File: src/rtl/multicycle_controller_pkg.sv
// multicycle_controller_pkg: FSM states, opcode constants and instruction classes shared with the datapath
package multicycle_controller_pkg;
  typedef enum logic [2:0] {
    S_IDLE, S_FETCH, S_DECODE, S_EXECUTE, S_MEM, S_WRITEBACK, S_HALTED
  } state_t;
  typedef enum logic [2:0] {
    C_ALU, C_LOAD, C_STORE, C_JUMP, C_HALT, C_ILLEGAL
  } iclass_t;
  localparam logic [5:0] OP_RTYPE = 6'b000000;
  localparam logic [5:0] OP_LOADI = 6'b001110;
  localparam logic [5:0] OP_LOAD  = 6'b001101;
  localparam logic [5:0] OP_STORE = 6'b001100;
  localparam logic [5:0] OP_JUMP  = 6'b000010;
endpackage

File: src/rtl/multicycle_controller_if.sv
// multicycle_controller_if: fetch handshake, data-memory completion, datapath strobes and status
interface multicycle_controller_if;
  logic        start;
  logic        imem_req;
  logic [31:0] imem_addr;
  logic        imem_ready;
  logic [31:0] imem_rdata;
  logic [31:0] instruction;
  logic        reg_write;
  logic        mem_read;
  logic        mem_write;
  logic        dmem_ready;
  logic [31:0] pc;
  logic        busy;
  logic        halted;
  logic        illegal;
  modport master (
    input  start, imem_ready, imem_rdata, dmem_ready,
    output imem_req, imem_addr, instruction, reg_write, mem_read, mem_write,
           pc, busy, halted, illegal
  );
  modport slave (
    output start, imem_ready, imem_rdata, dmem_ready,
    input  imem_req, imem_addr, instruction, reg_write, mem_read, mem_write,
           pc, busy, halted, illegal
  );
endinterface

File: src/rtl/multicycle_controller_opcode_decoder.sv
// opcode_decoder: maps a 6-bit opcode to an instruction class; the halt opcode takes priority
module opcode_decoder
  import multicycle_controller_pkg::*;
#(
  parameter logic [5:0] HALT_OPCODE = 6'b111111
) (
  input  logic [5:0] i_opcode,
  output iclass_t    o_class
);
  always_comb
    o_class = i_opcode == HALT_OPCODE ? C_HALT :
              (i_opcode == OP_RTYPE || i_opcode == OP_LOADI) ? C_ALU :
              i_opcode == OP_LOAD  ? C_LOAD  :
              i_opcode == OP_STORE ? C_STORE :
              i_opcode == OP_JUMP  ? C_JUMP  : C_ILLEGAL;
endmodule

File: src/rtl/multicycle_controller.sv
// multicycle_controller: fetch/decode/execute/mem/writeback sequencer owning PC and IR
module multicycle_controller
  import multicycle_controller_pkg::*;
#(
  parameter logic [31:0] RESET_PC    = 32'h0000_0000,
  parameter logic [5:0]  HALT_OPCODE = 6'b111111
) (
  input logic                      clock,
  input logic                      reset,
  multicycle_controller_if.master  bus
);
  state_t      r_state, w_next;
  iclass_t     w_class;
  logic [31:0] r_pc, r_ir;
  logic        r_illegal, r_imem_req, r_reg_write, r_mem_read, r_mem_write, r_busy, r_halted;

  opcode_decoder #(.HALT_OPCODE(HALT_OPCODE)) u_dec (.i_opcode(r_ir[31:26]), .o_class(w_class));

  always_comb begin
    w_next = r_state;
    case (r_state)
      S_IDLE:      w_next = bus.start ? S_FETCH : S_IDLE;
      S_FETCH:     w_next = bus.imem_ready ? S_DECODE : S_FETCH;
      S_DECODE:    w_next = w_class == C_HALT ? S_HALTED : S_EXECUTE;
      S_EXECUTE:   w_next = w_class == C_ALU ? S_WRITEBACK :
                            (w_class == C_LOAD || w_class == C_STORE) ? S_MEM : S_FETCH;
      S_MEM:       w_next = !bus.dmem_ready ? S_MEM : w_class == C_LOAD ? S_WRITEBACK : S_FETCH;
      S_WRITEBACK: w_next = S_FETCH;
      S_HALTED:    w_next = S_HALTED;
      default:     w_next = S_IDLE;
    endcase
  end

  // outputs are registered from the next state so they are pure functions of state and IR
  always_ff @(posedge clock or posedge reset) begin
    if (reset) begin
      r_state     <= S_IDLE;
      r_pc        <= RESET_PC;
      r_ir        <= '0;
      r_illegal   <= 1'b0;
      r_imem_req  <= 1'b0;
      r_reg_write <= 1'b0;
      r_mem_read  <= 1'b0;
      r_mem_write <= 1'b0;
      r_busy      <= 1'b0;
      r_halted    <= 1'b0;
    end else begin
      r_state <= w_next;
      if (r_state == S_FETCH && bus.imem_ready) begin
        r_ir <= bus.imem_rdata;
        r_pc <= r_pc + 32'd4;
      end
      if (r_state == S_EXECUTE && w_class == C_JUMP) r_pc <= {r_pc[31:28], r_ir[25:0], 2'b00};
      r_illegal   <= r_illegal | (r_state == S_EXECUTE && w_class == C_ILLEGAL);
      r_imem_req  <= w_next == S_FETCH;
      r_reg_write <= w_next == S_WRITEBACK;
      r_mem_read  <= w_next == S_MEM && w_class == C_LOAD;
      r_mem_write <= w_next == S_MEM && w_class == C_STORE;
      r_busy      <= !(w_next == S_IDLE || w_next == S_HALTED);
      r_halted    <= w_next == S_HALTED;
    end
  end

  assign bus.imem_req    = r_imem_req;
  assign bus.imem_addr   = r_pc;
  assign bus.pc          = r_pc;
  assign bus.instruction = r_ir;
  assign bus.reg_write   = r_reg_write;
  assign bus.mem_read    = r_mem_read;
  assign bus.mem_write   = r_mem_write;
  assign bus.busy        = r_busy;
  assign bus.halted      = r_halted;
  assign bus.illegal     = r_illegal;
endmodule

File: src/flat_wrapper.sv
// flat-port wrapper written by rule: the top's interface ports become plain ports
module multicycle_controller_flat import multicycle_controller_pkg::*;
#(
  parameter logic [31:0] RESET_PC    = 32'h0000_0000,
  parameter logic [5:0]  HALT_OPCODE = 6'b111111
)
  (clock, reset, bus_start, bus_imem_ready, bus_imem_rdata, bus_dmem_ready, bus_imem_req, bus_imem_addr, bus_instruction, bus_reg_write, bus_mem_read, bus_mem_write, bus_pc, bus_busy, bus_halted, bus_illegal);
  multicycle_controller_if bus_i ();
  input logic clock;
  input logic reset;
  input wire logic [$bits(bus_i.start)-1:0] bus_start;
  input wire logic [$bits(bus_i.imem_ready)-1:0] bus_imem_ready;
  input wire logic [$bits(bus_i.imem_rdata)-1:0] bus_imem_rdata;
  input wire logic [$bits(bus_i.dmem_ready)-1:0] bus_dmem_ready;
  output wire logic [$bits(bus_i.imem_req)-1:0] bus_imem_req;
  output wire logic [$bits(bus_i.imem_addr)-1:0] bus_imem_addr;
  output wire logic [$bits(bus_i.instruction)-1:0] bus_instruction;
  output wire logic [$bits(bus_i.reg_write)-1:0] bus_reg_write;
  output wire logic [$bits(bus_i.mem_read)-1:0] bus_mem_read;
  output wire logic [$bits(bus_i.mem_write)-1:0] bus_mem_write;
  output wire logic [$bits(bus_i.pc)-1:0] bus_pc;
  output wire logic [$bits(bus_i.busy)-1:0] bus_busy;
  output wire logic [$bits(bus_i.halted)-1:0] bus_halted;
  output wire logic [$bits(bus_i.illegal)-1:0] bus_illegal;
  assign bus_i.start = bus_start;
  assign bus_i.imem_ready = bus_imem_ready;
  assign bus_i.imem_rdata = bus_imem_rdata;
  assign bus_i.dmem_ready = bus_dmem_ready;
  assign bus_imem_req = bus_i.imem_req;
  assign bus_imem_addr = bus_i.imem_addr;
  assign bus_instruction = bus_i.instruction;
  assign bus_reg_write = bus_i.reg_write;
  assign bus_mem_read = bus_i.mem_read;
  assign bus_mem_write = bus_i.mem_write;
  assign bus_pc = bus_i.pc;
  assign bus_busy = bus_i.busy;
  assign bus_halted = bus_i.halted;
  assign bus_illegal = bus_i.illegal;
  multicycle_controller #(.RESET_PC(RESET_PC), .HALT_OPCODE(HALT_OPCODE)) u_core (.clock(clock), .reset(reset), .bus(bus_i));
endmodule
File: config.mk
export PLATFORM = sky130hd
export DESIGN_NAME = multicycle_controller_flat
export DESIGN_NICKNAME = d
export VERILOG_FILES = /design/src/rtl/multicycle_controller_pkg.sv /design/src/rtl/multicycle_controller_if.sv /design/src/rtl/multicycle_controller_opcode_decoder.sv /design/src/rtl/multicycle_controller.sv /design/src/flat_wrapper.sv
export SDC_FILE = /design/constraint.sdc
export NUM_CORES = 1
export LEC_CHECK = 0
export CAP_MARGIN = 20
export CORE_UTILIZATION = 44
export CTS_CLUSTER_DIAMETER = 30
export CTS_CLUSTER_SIZE = 12
export DETAILED_ROUTE_END_ITERATION = 10
export PLACE_DENSITY_LB_ADDON = 0.25
export SLEW_MARGIN = 5
export SYNTH_ARGS = -nofsm -noshare
export SYNTH_HDL_FRONTEND = slang
export SYNTH_SLANG_ARGS = --single-unit
File: constraint.sdc
create_clock -name clock -period 3.1 [get_ports clock]
set_clock_uncertainty 0.15 [all_clocks]
set_input_delay 0.31 -clock clock [delete_from_list [all_inputs] [get_ports clock]]
set_output_delay 0.31 -clock clock [all_outputs]
set_load 0.1 [all_outputs]
; Yosys cells after proc, flatten, opt, wreduce, memory -nomap -nowiden
; Index checks and enable logic that the tools add are counted.
[op_classes]
bitwise_logic = 2
n_mux = 15
n_eq_ne = 20
reduce_logical = 15
addsub = 1
[op_table]
columns = cell, n
row1 = 28-bit two-way mux, 2
row2 = 32-bit by 3-bit adder with 32-bit output (second input constant), 1
row3 = 3-bit two-way mux, 10
row4 = 3-bit equality test (second input constant), 8
row5 = 3-bit one-hot mux with 7 select lines, 1
row6 = 6-bit by 4-bit equality test with 1-bit output (second input constant), 3
row7 = 3-bit by 2-bit equality test with 1-bit output (second input constant), 4
row8 = 3-bit by 1-bit equality test with 1-bit output (second input constant), 3
row9 = 3-bit logical NOT, 3
row10 = 6-bit by 2-bit equality test with 1-bit output (second input constant), 1
row11 = 6-bit equality test (second input constant), 1
row12 = 6-bit logical NOT, 1
row13 = 1-bit logical AND, 5
row14 = 1-bit logical OR, 3
row15 = 2-bit two-way mux, 1
row16 = 2-bit AND reduction, 1
row17 = 2-bit nonzero test, 1
row18 = 1-bit logical NOT, 1
row19 = 1-bit two-way mux, 1
row20 = 1-bit inverter, 1
row21 = 1-bit bitwise OR, 1
[word_totals]
output_inout_bits = 103
reg_bits = 74
input_bits = 37
elab_cells = 64

; Longest topological paths before layout
; Gate-level depths: netlist of run 1.
[logic_depth]
ltp_word = 14
ltp_mapped = 7
ltp_nobuf = 6

; Modules after synthesis
; A second synthesis of run 1 with hierarchy kept.
[unflattened]
hier_cells = 423
hier_area_um2 = 3741.1
[modules_own_cells]
columns = module, instances, cells_each, area_per_inst_um2, seq_area_each_um2
row1 = multicycle_controller, 1, 409, 3663.5, 1801.7
row2 = opcode_decoder, 1, 14, 77.6, 0.0

; Least setup slack after synthesis of run 1
; Ideal clock, no wire load.
[synth_timing]
kind = register to register
start = register u_core.r_pc[9] (netlist: u_core.bus.imem_addr[9])
end = register u_core.r_pc[31] (netlist: u_core.bus.imem_addr[31])
t_arrival_ns = 2.212
path_stages_with_launch = 7
t_required_ns = 2.792
setup_ns = 0.158
synth_period_minus_slack_ns = 2.520
n_path_buf = 1
path_slack_ns = 0.580
path_cell_list = dfrtp_1 -> nand3_2 -> nor4_4 -> buf_6 -> and3_1 -> nand4_1 -> xnor2_1
[synth_via]
elab_chain_len = 1
[synth_lines]
columns = item, line
row1 = "start, declared", multicycle_controller.sv:14  ; logic [31:0] r_pc, r_ir;
row2 = "start signal, assigned", multicycle_controller.sv:51  ; r_pc <= r_pc + 32'd4;
row3 = "start signal, assigned", multicycle_controller.sv:53  ; if (r_state == S_EXECUTE && w_class == C_JUMP) r_pc <= {r_pc[31:28], r_ir[25:0], 2'b00};
row4 = 32-bit by 3-bit adder with 32-bit output, multicycle_controller.sv:51
; Every way passes these cells.
; A chain may end at the register's enable or synchronous reset.

; Worst setup path in the final report of run 1
[layout_timing]
start = register u_core.r_pc[6] (netlist: u_core.bus.imem_addr[6])
end = register u_core.r_pc[26] (netlist: u_core.bus.imem_addr[26])
[layout_via]
elab_chain_len = 3
[layout_lines]
columns = item, line
row1 = 32-bit by 3-bit adder with 32-bit output, multicycle_controller.sv:51
row2 = 28-bit two-way mux, multicycle_controller.sv:49  ; if (r_state == S_FETCH && bus.imem_ready) begin
row3 = 28-bit two-way mux, multicycle_controller.sv:53
; Every way passes these cells. The select of a mux whose other input is x is not followed.

==> results of run 1 <==
==> cell families (layout without fill, tap and decap cells) <==
kind of cell | count (synthesis) | after routing | share of synthesized area [%]
other | 1 | 4 | 0.102
buffers and inverters | 65 | 170 | 10.6
flip-flops | 72 | 72 | 48.9
AND/OR/NAND/NOR | 198 | 198 | 26.2
XOR/XNOR | 22 | 22 | 5.23
adder cells (fa/ha/maj) | 1 | 1 | 0.340
AO/OA/AOI/OAI | 49 | 49 | 8.66
==> registers in the layout, indices dropped and copies added, names as in the netlist <==
register	cells
u_core.r_state	3
u_core.bus.instruction	32
u_core.bus.illegal	1
u_core.bus.imem_addr	30
u_core.bus.reg_write	1
u_core.bus.busy	1
u_core.bus.imem_req	1
u_core.bus.mem_read	1
u_core.bus.mem_write	1
u_core.bus.halted	1
==> metal layers <==
metal	up-vias	wire [µm]	part of all wire (%)	GRT usage, %
li1	1537	-	-	-
met1	1552	3920	44	28.2
met2	119	4340	49	34.5
met3	15	491	5.5	3.58
met4	0	138	1.6	7.95
met5	-	0	0	0
==> metrics by stage <==
| stage | hold WS [ns] | util [%] | instances | area, µm² | worst slack (ns) |
|---|---|---|---|---|---|
| floorplan | 0.265 | - | 411 | 3700 | 0.580 |
| global placement | 0.336 | 56.7 | 605 | 4640 | 0.660 |
| detailed placement | 0.338 | 56.7 | 605 | 4640 | 0.597 |
| CTS | 0.234 | 59.5 | 621 | 4860 | 0.846 |
| global route | 0.255 | 59.5 | 621 | 4860 | 0.673 |
| finish | 0.222 | 59.5 | 621 | 4860 | 0.847 |
==> final cells by class <==
type                    count  share of cell area [%]
clock buffers              11                    2.91
inverters                  12                   0.952
clock inverters             5                    1.65
flip-flops and latches     72                    37.1
multi-input cells         274                    30.9
well taps                 105                    2.70
repair buffers            142                    23.8
==> worst max-delay path by stage <==
| stage | startpoint | endpoint | slack [ns] | cells after the start |
|---|---|---|---|---|
| 4_1_cts | u_core.bus.imem_addr[6] | u_core.bus.imem_addr[26] | 0.85 | 5 |
| 5_1_grt | u_core.bus.imem_addr[6] | u_core.bus.imem_addr[26] | 0.67 | 5 |
| 6_report | u_core.bus.imem_addr[6] | u_core.bus.imem_addr[26] | 0.85 | 5 |
| 3_5_place_dp | bus_imem_ready | u_core.bus.imem_addr[30] | 0.60 | 6 |
| 3_3_place_gp | bus_imem_ready | u_core.bus.imem_addr[30] | 0.66 | 6 |
| 2_1_floorplan | u_core.bus.imem_addr[9] | u_core.bus.imem_addr[31] | 0.58 | 6 |
==> cells in the final DEF, fill, tap and decap left out, drive strengths merged, types with 3 or more instances in the layout <==
cell type      count
nor3               6
nor4               3
inv               11
clkdlybuf4s50     36
o21ai              7
nand2            106
nor2              29
conb               4
clkbuf            11
nand4             14
and3              10
nand3             13
dfrtp             72
a221o              3
and2               4
a21oi             23
xnor2              8
o22ai              3
xor2              14
buf              106
==> run_results.csv, run 1 <==
group,metric,value,unit
outcome,outcome,"finished clean",
setup_path,worst_ep_arrival_time,2.38,ns
setup_path,r2r-end,"u_core.bus.imem_addr[26]",
synthesis,synth_seq_cells,72,
synthesis,synthDistinctLibCells,50,
flow_run,drv_cap,0,
setup_path,crit_path_start_kind,"flop",
synthesis,synth_edf_count,0,
setup_path,path_cells,"nand3_4 -> nor4_4 -> nand3_2 -> or4_1 -> nand3_1",
sta,worst_pin_slew,0.665,ns
placed_design,dp_hpwl,6500,µm
final_layout,multi_input_area,0.00150,mm²
setup_path,ff2ff_path_depth,5,
detailed_routing,drtPass1Iterations,4,
final_layout,drive_gt1_share,26.4,%
clock_tree,insertion_delay,0.34,ns
floorplan,pin_count,140,
final_layout,antenna_cells,0,
clock_tree,root_buffer,"clkbuf_8",
clock_tree,h-tree-depth,3,
synthesis,ys_warn_count,0,
synthesis,ys_dominant_reg_cell,"dfrtp_1",
setup_path,r2r_slack,0.85,ns
synthesis,synth.most_common_cell,"nand2_1",
clock_tree,postCtsHoldBufs,0,
detailed_routing,ant_nets,0,
setup_path,rr_startpoint,"u_core.bus.imem_addr[6]",
detailed_routing,wl,8890,µm
global_route,grt_pass1_vias,3031,
floorplan,rows,33,
sta,max_slew_margin,55.6,%
synthesis,synth-seq-area-share,48.9,%
floorplan,fp.dieH,93.5,µm
setup_path,cp-end-kind,"flop",
setup_path,cp_slowest_cell,"nor4_4",
setup_path,cp_data_required_time,3.22,ns
clock_tree,clock_sinks,72,
sta,rsz0062_at_grt,"no",
final_layout,area_delta_synth_final,31.9,%
floorplan,die_w,93.5,µm
synthesis,synth_area_per_cell,9.03,µm²
sta,tns,0,ns
floorplan,design.core.area,0.00818,mm²
setup_path,path_class,"reg -> reg",
placed_design,port_buffers,135,
detailed_routing,drc,0,
detailed_routing,routed_via_density,5.19,
global_route,grt_pass1_wl,14400,µm
detailed_routing,first_iter_violations,124,
min_path,hp-class,"in -> async",
setup_path,cp_num_buf_inv,0,
placed_design,place_congestion,0.825,
synthesis,synth_cells,408,
synthesis,synth_area,0.00368,mm²
final_layout,final-seq-area,0.00180,mm²
final_layout,nets,549,
synthesis,synth_top_area_cell,"dfrtp_1",
sta,period_needed,2.25,ns
sta,hold_viol_final,0,
synthesis,yosys.area.top_type_share,48.9,%
global_route,antenna_found_initial,0,
global_route,grt_usage,21.1,%
sta,max_freq,444,MHz
clock_tree,post_cts_buffers,0,
clock_tree,cts_buffer_depth,2,
sta,maxSlewViolCount,0,
final_layout,nFillCells,749,
global_route,grt_max_degree,44,
synthesis,synthArstFlopShare,100,%
setup_path,path_delay_family,"simple AND/OR/NAND/NOR gates",
floorplan,start_util,45.1,%
synthesis,synth.area.top_cells,"dfrtp_1 (49%), nand2_1 (11%), buf_4 (7.1%)",
setup_path,crit_path_max_incr_delay,0.61,ns
setup_path,crit_fanout,11,
detailed_routing,wire_per_inst,14.3,µm
clock_tree,cts_tree,"yes",
clock_tree,clkSlewWorstSetupHoldPaths,0.07,ns
synthesis,yosys-top-cells-count,"nand2_1 (106), dfrtp_1 (72), buf_4 (35)",
sta,finalSetupViolations,0,
clock_tree,cts-resized-gates,0,
detailed_routing,vias,3223,
global_route,grt.overflow.total,0,
floorplan,die-area,0.00874,mm²
clock_tree,cts_inserted_buffers,9,
sta,finalCritPeriodShare,72.7,%
Power of run 1 is left out: the tool's default activity adds up to more than one toggle a clock period on the data nets, which glitch-free logic cannot reach.
==> run 2: changes to the inputs <==
==> constraint.sdc (replaced) <==
create_clock -name clock -period 2.3 [get_ports clock]
set_clock_uncertainty 0.15 [all_clocks]
set_input_delay 0.23 -clock clock [delete_from_list [all_inputs] [get_ports clock]]
set_output_delay 0.23 -clock clock [all_outputs]
set_load 0.1 [all_outputs]
==> run_results.csv, run 2 (synthesized netlist as in run 1, its figures left out) <==
group,metric,value,unit
final_layout,area_delta_synth_final,33.2,%
detailed_routing,ant_nets,0,
flow_run,drv_cap,0,
sta,hold_viol_final,0,
final_layout,drive_gt1_share,30.1,%
setup_path,worst_ep_arrival_time,2.06,ns
clock_tree,cts_tree,"yes",
final_layout,nets,555,
detailed_routing,drc,0,
floorplan,fp.dieH,93.5,µm
min_path,hp-class,"in -> async",
global_route,antenna_found_initial,0,
placed_design,port_buffers,135,
setup_path,crit_fanout,10,
sta,rsz0062_at_grt,"no",
floorplan,die_w,93.5,µm
sta,finalCritPeriodShare,86.4,%
setup_path,crit_path_start_kind,"flop",
final_layout,antenna_cells,0,
final_layout,largest_reg_flops,32,
detailed_routing,wl,8700,µm
clock_tree,post_cts_buffers,0,
global_route,grt_pass1_vias,3094,
floorplan,start_util,45.1,%
floorplan,pin_count,140,
final_layout,mostFrequentLayoutCells,"buf_4 (111), nand2_1 (106), dfrtp_1 (56), clkdlybuf4s50_1 (36), nor2_1 (29)",
floorplan,design.core.area,0.00818,mm²
sta,tns,0,ns
detailed_routing,vias,3210,
detailed_routing,wire_per_inst,13.9,µm
final_layout,nFillCells,735,
clock_tree,cts_inserted_buffers,9,
global_route,grt.overflow.total,0,
setup_path,path_class,"reg -> reg",
global_route,grt_max_degree,73,
clock_tree,root_buffer,"clkbuf_8",
clock_tree,h-tree-depth,3,
clock_tree,cts-resized-gates,0,
global_route,grt_pass1_wl,14400,µm
sta,max_freq,503,MHz
placed_design,place_congestion,0.900,
setup_path,ff2ff_path_depth,4,
detailed_routing,routed_via_density,5.12,
outcome,outcome,"finished clean",
final_layout,layout_commonest_cell,"buf_4",
floorplan,die-area,0.00874,mm²
clock_tree,postCtsHoldBufs,0,
global_route,grt_usage,21.1,%
sta,finalSetupViolations,0,
setup_path,cp_data_required_time,2.37,ns
placed_design,dp_hpwl,6370,µm
sta,maxSlewViolCount,0,
detailed_routing,first_iter_violations,149,
floorplan,rows,33,
sta,period_needed,1.99,ns
clock_tree,clock_sinks,72,
clock_tree,cts_buffer_depth,2,
detailed_routing,drtPass1Iterations,6,
setup_path,cp-end-kind,"flop",
clock_tree,insertion_delay,0.34,ns
clock_tree,clkSlewWorstSetupHoldPaths,0.08,ns
[run 2: cell type report]
class	instances	area, µm²	area share [%]
repair buffers	148	1210	24.7
clock inverters	5	57.6	1.17
inverters	12	48.8	0.994
well taps	105	131	2.68
flip-flops and latches	72	1820	37.1
multi-input cells	274	1500	30.6
clock buffers	11	131	2.68
[run 2: worst paths after layout]
path / slack [ns] / end / start
min in group clock: 0.27 / u_core.bus.instruction[16] / bus_imem_rdata[16]
setup / recovery: 0.31 / u_core.bus.imem_addr[2] / u_core.bus.instruction[26]
hold / removal: 0.19 / u_core.bus.instruction[26] / reset
hold reg to reg: 0.34 / u_core.bus.illegal / u_core.bus.illegal
setup reg to reg: 0.31 / u_core.bus.imem_addr[2] / u_core.bus.instruction[26]
max in group asynchronous: 1.49 / u_core.bus.imem_addr[6] / reset
[run 2: worst max-delay path, cell delays in order (launching register included)]
cell and delay, ns:
dfrtp_2 0.49, nor3_1 0.40, and4_1 0.40, nor2_1 0.12
a221o_1 0.31
[run 2: through the flow]
stage | utilization [%] | hold WS [ns] | std cells | area, µm² | setup WS, ns
global placement | 57.7 | 0.319 | 611 | 4720 | 0.158
floorplan | - | 0.185 | 411 | 3720 | 0.0282
global route | 60.0 | 0.243 | 627 | 4910 | 0.230
detailed placement | 57.7 | 0.325 | 611 | 4720 | 0.138
CTS | 60.0 | 0.204 | 627 | 4910 | 0.300
finish | 60.0 | 0.187 | 627 | 4910 | 0.312
[run 2: layer usage]
metal	routed length, µm	track usage [%]	vias up	share of wire (%)
li1	-	-	1547	-
met1	3930	27.5	1540	45
met2	4180	34.5	107	48
met3	416	3.33	16	4.8
met4	174	9.74	0	2.0
met5	0	0	-	0
Power of run 2 is left out for the same reason.
==> run 3: changes to the inputs <==
--- a/config.mk
+++ b/config.mk
@@ -6,10 +6,11 @@
 export NUM_CORES = 1
 export LEC_CHECK = 0
 export CAP_MARGIN = 20
-export CORE_UTILIZATION = 44
+export CORE_UTILIZATION = 48
 export CTS_CLUSTER_DIAMETER = 30
 export CTS_CLUSTER_SIZE = 12
 export DETAILED_ROUTE_END_ITERATION = 10
+export GPL_ROUTABILITY_DRIVEN = 0
 export PLACE_DENSITY_LB_ADDON = 0.25
 export SLEW_MARGIN = 5
 export SYNTH_ARGS = -nofsm -noshare
==> constraint.sdc (replaced) <==
create_clock -name clock -period 2.45 [get_ports clock]
set_clock_uncertainty 0.15 [all_clocks]
set_input_delay 0.245 -clock clock [delete_from_list [all_inputs] [get_ports clock]]
set_output_delay 0.245 -clock clock [all_outputs]
set_load 0.1 [all_outputs]
==> run_results.csv, run 3 (synthesized netlist as in run 1, its figures left out) <==
group,metric,value,unit
outcome,outcome,"finished clean",
global_route,grt_max_degree,73,
clock_tree,clkSlewWorstSetupHoldPaths,0.08,ns
clock_tree,post_cts_buffers,0,
floorplan,die_w,89.6,µm
global_route,grt.overflow.total,0,
sta,maxSlewViolCount,0,
floorplan,die-area,0.00803,mm²
clock_tree,h-tree-depth,3,
clock_tree,insertion_delay,0.34,ns
final_layout,nFillCells,612,
detailed_routing,wl_met2,4300,µm
clock_tree,root_buffer,"clkbuf_8",
detailed_routing,wire_per_inst,14.1,µm
sta,rsz0062_at_grt,"no",
global_route,grt_pass1_vias,2867,
floorplan,design.core.area,0.00733,mm²
floorplan,fp.dieH,89.6,µm
flow_run,drv_cap,0,
clock_tree,cts_buffer_depth,2,
clock_tree,cts_inserted_buffers,9,
final_layout,multi_input_area,0.00150,mm²
global_route,grt_usage,22.4,%
final_layout,final-seq-area,0.00181,mm²
sta,period_needed,2.06,ns
setup_path,cp_slowest_cell,"dfrtp_1",
placed_design,preCtsSetupSlack,0.284,ns
final_layout,layout_commonest_cell,"nand2_1",
floorplan,rows,31,
setup_path,cp-end-kind,"flop",
sta,finalSetupViolations,0,
setup_path,path_cells,"nor2_1 -> nand4_1 -> buf_4 -> and3_1 -> a21oi_1 -> nand3_1",
clock_tree,postCtsHoldBufs,0,
setup_path,rr_startpoint,"u_core.bus.instruction[30]",
setup_path,path_class,"reg -> reg",
setup_path,worst_ep_arrival_time,2.13,ns
sta,setup_ws,0.387,ns
detailed_routing,wl,8700,µm
setup_path,crit_fanout,17,
detailed_routing,drc,0,
clock_tree,cts_tree,"yes",
final_layout,largest_reg_flops,32,
global_route,antenna_found_initial,0,
setup_path,crit_path_start_kind,"flop",
final_layout,nets,550,
sta,tns,0,ns
final_layout,area_delta_synth_final,33.8,%
setup_path,ff2ff_path_depth,6,
detailed_routing,wl_met1,3830,µm
sta,max_freq,485,MHz
clock_tree,clock_sinks,72,
setup_path,r2r_slack,0.39,ns
clock_tree,cts-resized-gates,0,
detailed_routing,met3WireLength,452,µm
setup_path,r2r-end,"u_core.bus.imem_addr[26]",
placed_design,port_buffers,135,
global_route,grt_pass1_wl,13600,µm
detailed_routing,first_iter_violations,112,
setup_path,crit_path_max_incr_delay,0.44,ns
setup_path,cp_data_required_time,2.52,ns
sta,fin_hold_ws,0.157,ns
detailed_routing,vias,3184,
floorplan,pin_count,140,
final_layout,drive_gt1_share,27.5,%
min_path,hp-class,"in -> async",
sta,finalCritPeriodShare,84.2,%
floorplan,start_util,50.3,%
detailed_routing,ant_nets,0,
placed_design,dp_hpwl,6060,µm
detailed_routing,drtPass1Iterations,5,
sta,hold_viol_final,0,
final_layout,antenna_cells,0,
detailed_routing,routed_via_density,5.17,
detailed_routing,routed.top_layer,"met4",
final_layout,mostFrequentLayoutCells,"nand2_1 (106), buf_4 (105), dfrtp_1 (67), clkdlybuf4s50_1 (36), nor2_1 (29)",
[run 3: changes by cell type in the layout (fill, tap and decap cells not counted), sizes merged]
cell / change
inv: +1
buf: -5
bufinv: +3
clkbuf: -1
clkinvlp: -3
[run 3: per-stage QoR]
stage / cells / instance area, µm² / utilization, %
floorplan: 411 / 3700 / -
global placement: 600 / 4670 / 63.7
detailed placement: 600 / 4670 / 63.7
CTS: 616 / 4930 / 67.2
global route: 616 / 4930 / 67.2
finish: 616 / 4930 / 67.2
[run 3: worst max path at each step]
| stage | startpoint | to | slack, ns |
|---|---|---|---|
| after floorplan | u_core.bus.imem_addr[7] | u_core.bus.imem_addr[31] | -0.01 |
| after global placement | bus_imem_ready | u_core.bus.imem_addr[30] | 0.31 |
| after detailed placement | bus_imem_ready | u_core.bus.imem_addr[2] | 0.28 |
| after CTS | u_core.bus.instruction[30] | u_core.bus.imem_addr[26] | 0.40 |
| after global routing | u_core.bus.instruction[30] | u_core.bus.imem_addr[26] | 0.25 |
| final | u_core.bus.instruction[30] | u_core.bus.imem_addr[26] | 0.39 |
[run 3: worst max-delay path: cells and delay by family, from the launching register on]
kind | cells | cell delay (ns)
AO/OA/AOI/OAI | 1 | 0.12
buffers and inverters | 1 | 0.29
flip-flops | 1 | 0.44
AND/OR/NAND/NOR | 4 | 0.94
[run 3: routing by layer]
metal	up-vias	track usage, %
met1	1517	28.7
met4	0	9.09
met3	12	4.02
li1	1545	-
met5	-	0
met2	110	37.7
[run 3: layout make-up]
class / count / area share, %
multi-input cells: 274 / 30.5
flip-flops and latches: 72 / 36.7
repair buffers: 143 / 24.1
inverters: 12 / 0.914
clock buffers: 10 / 2.59
well taps: 99 / 2.51
clock inverters: 6 / 2.69
Power of run 3 is left out for the same reason.
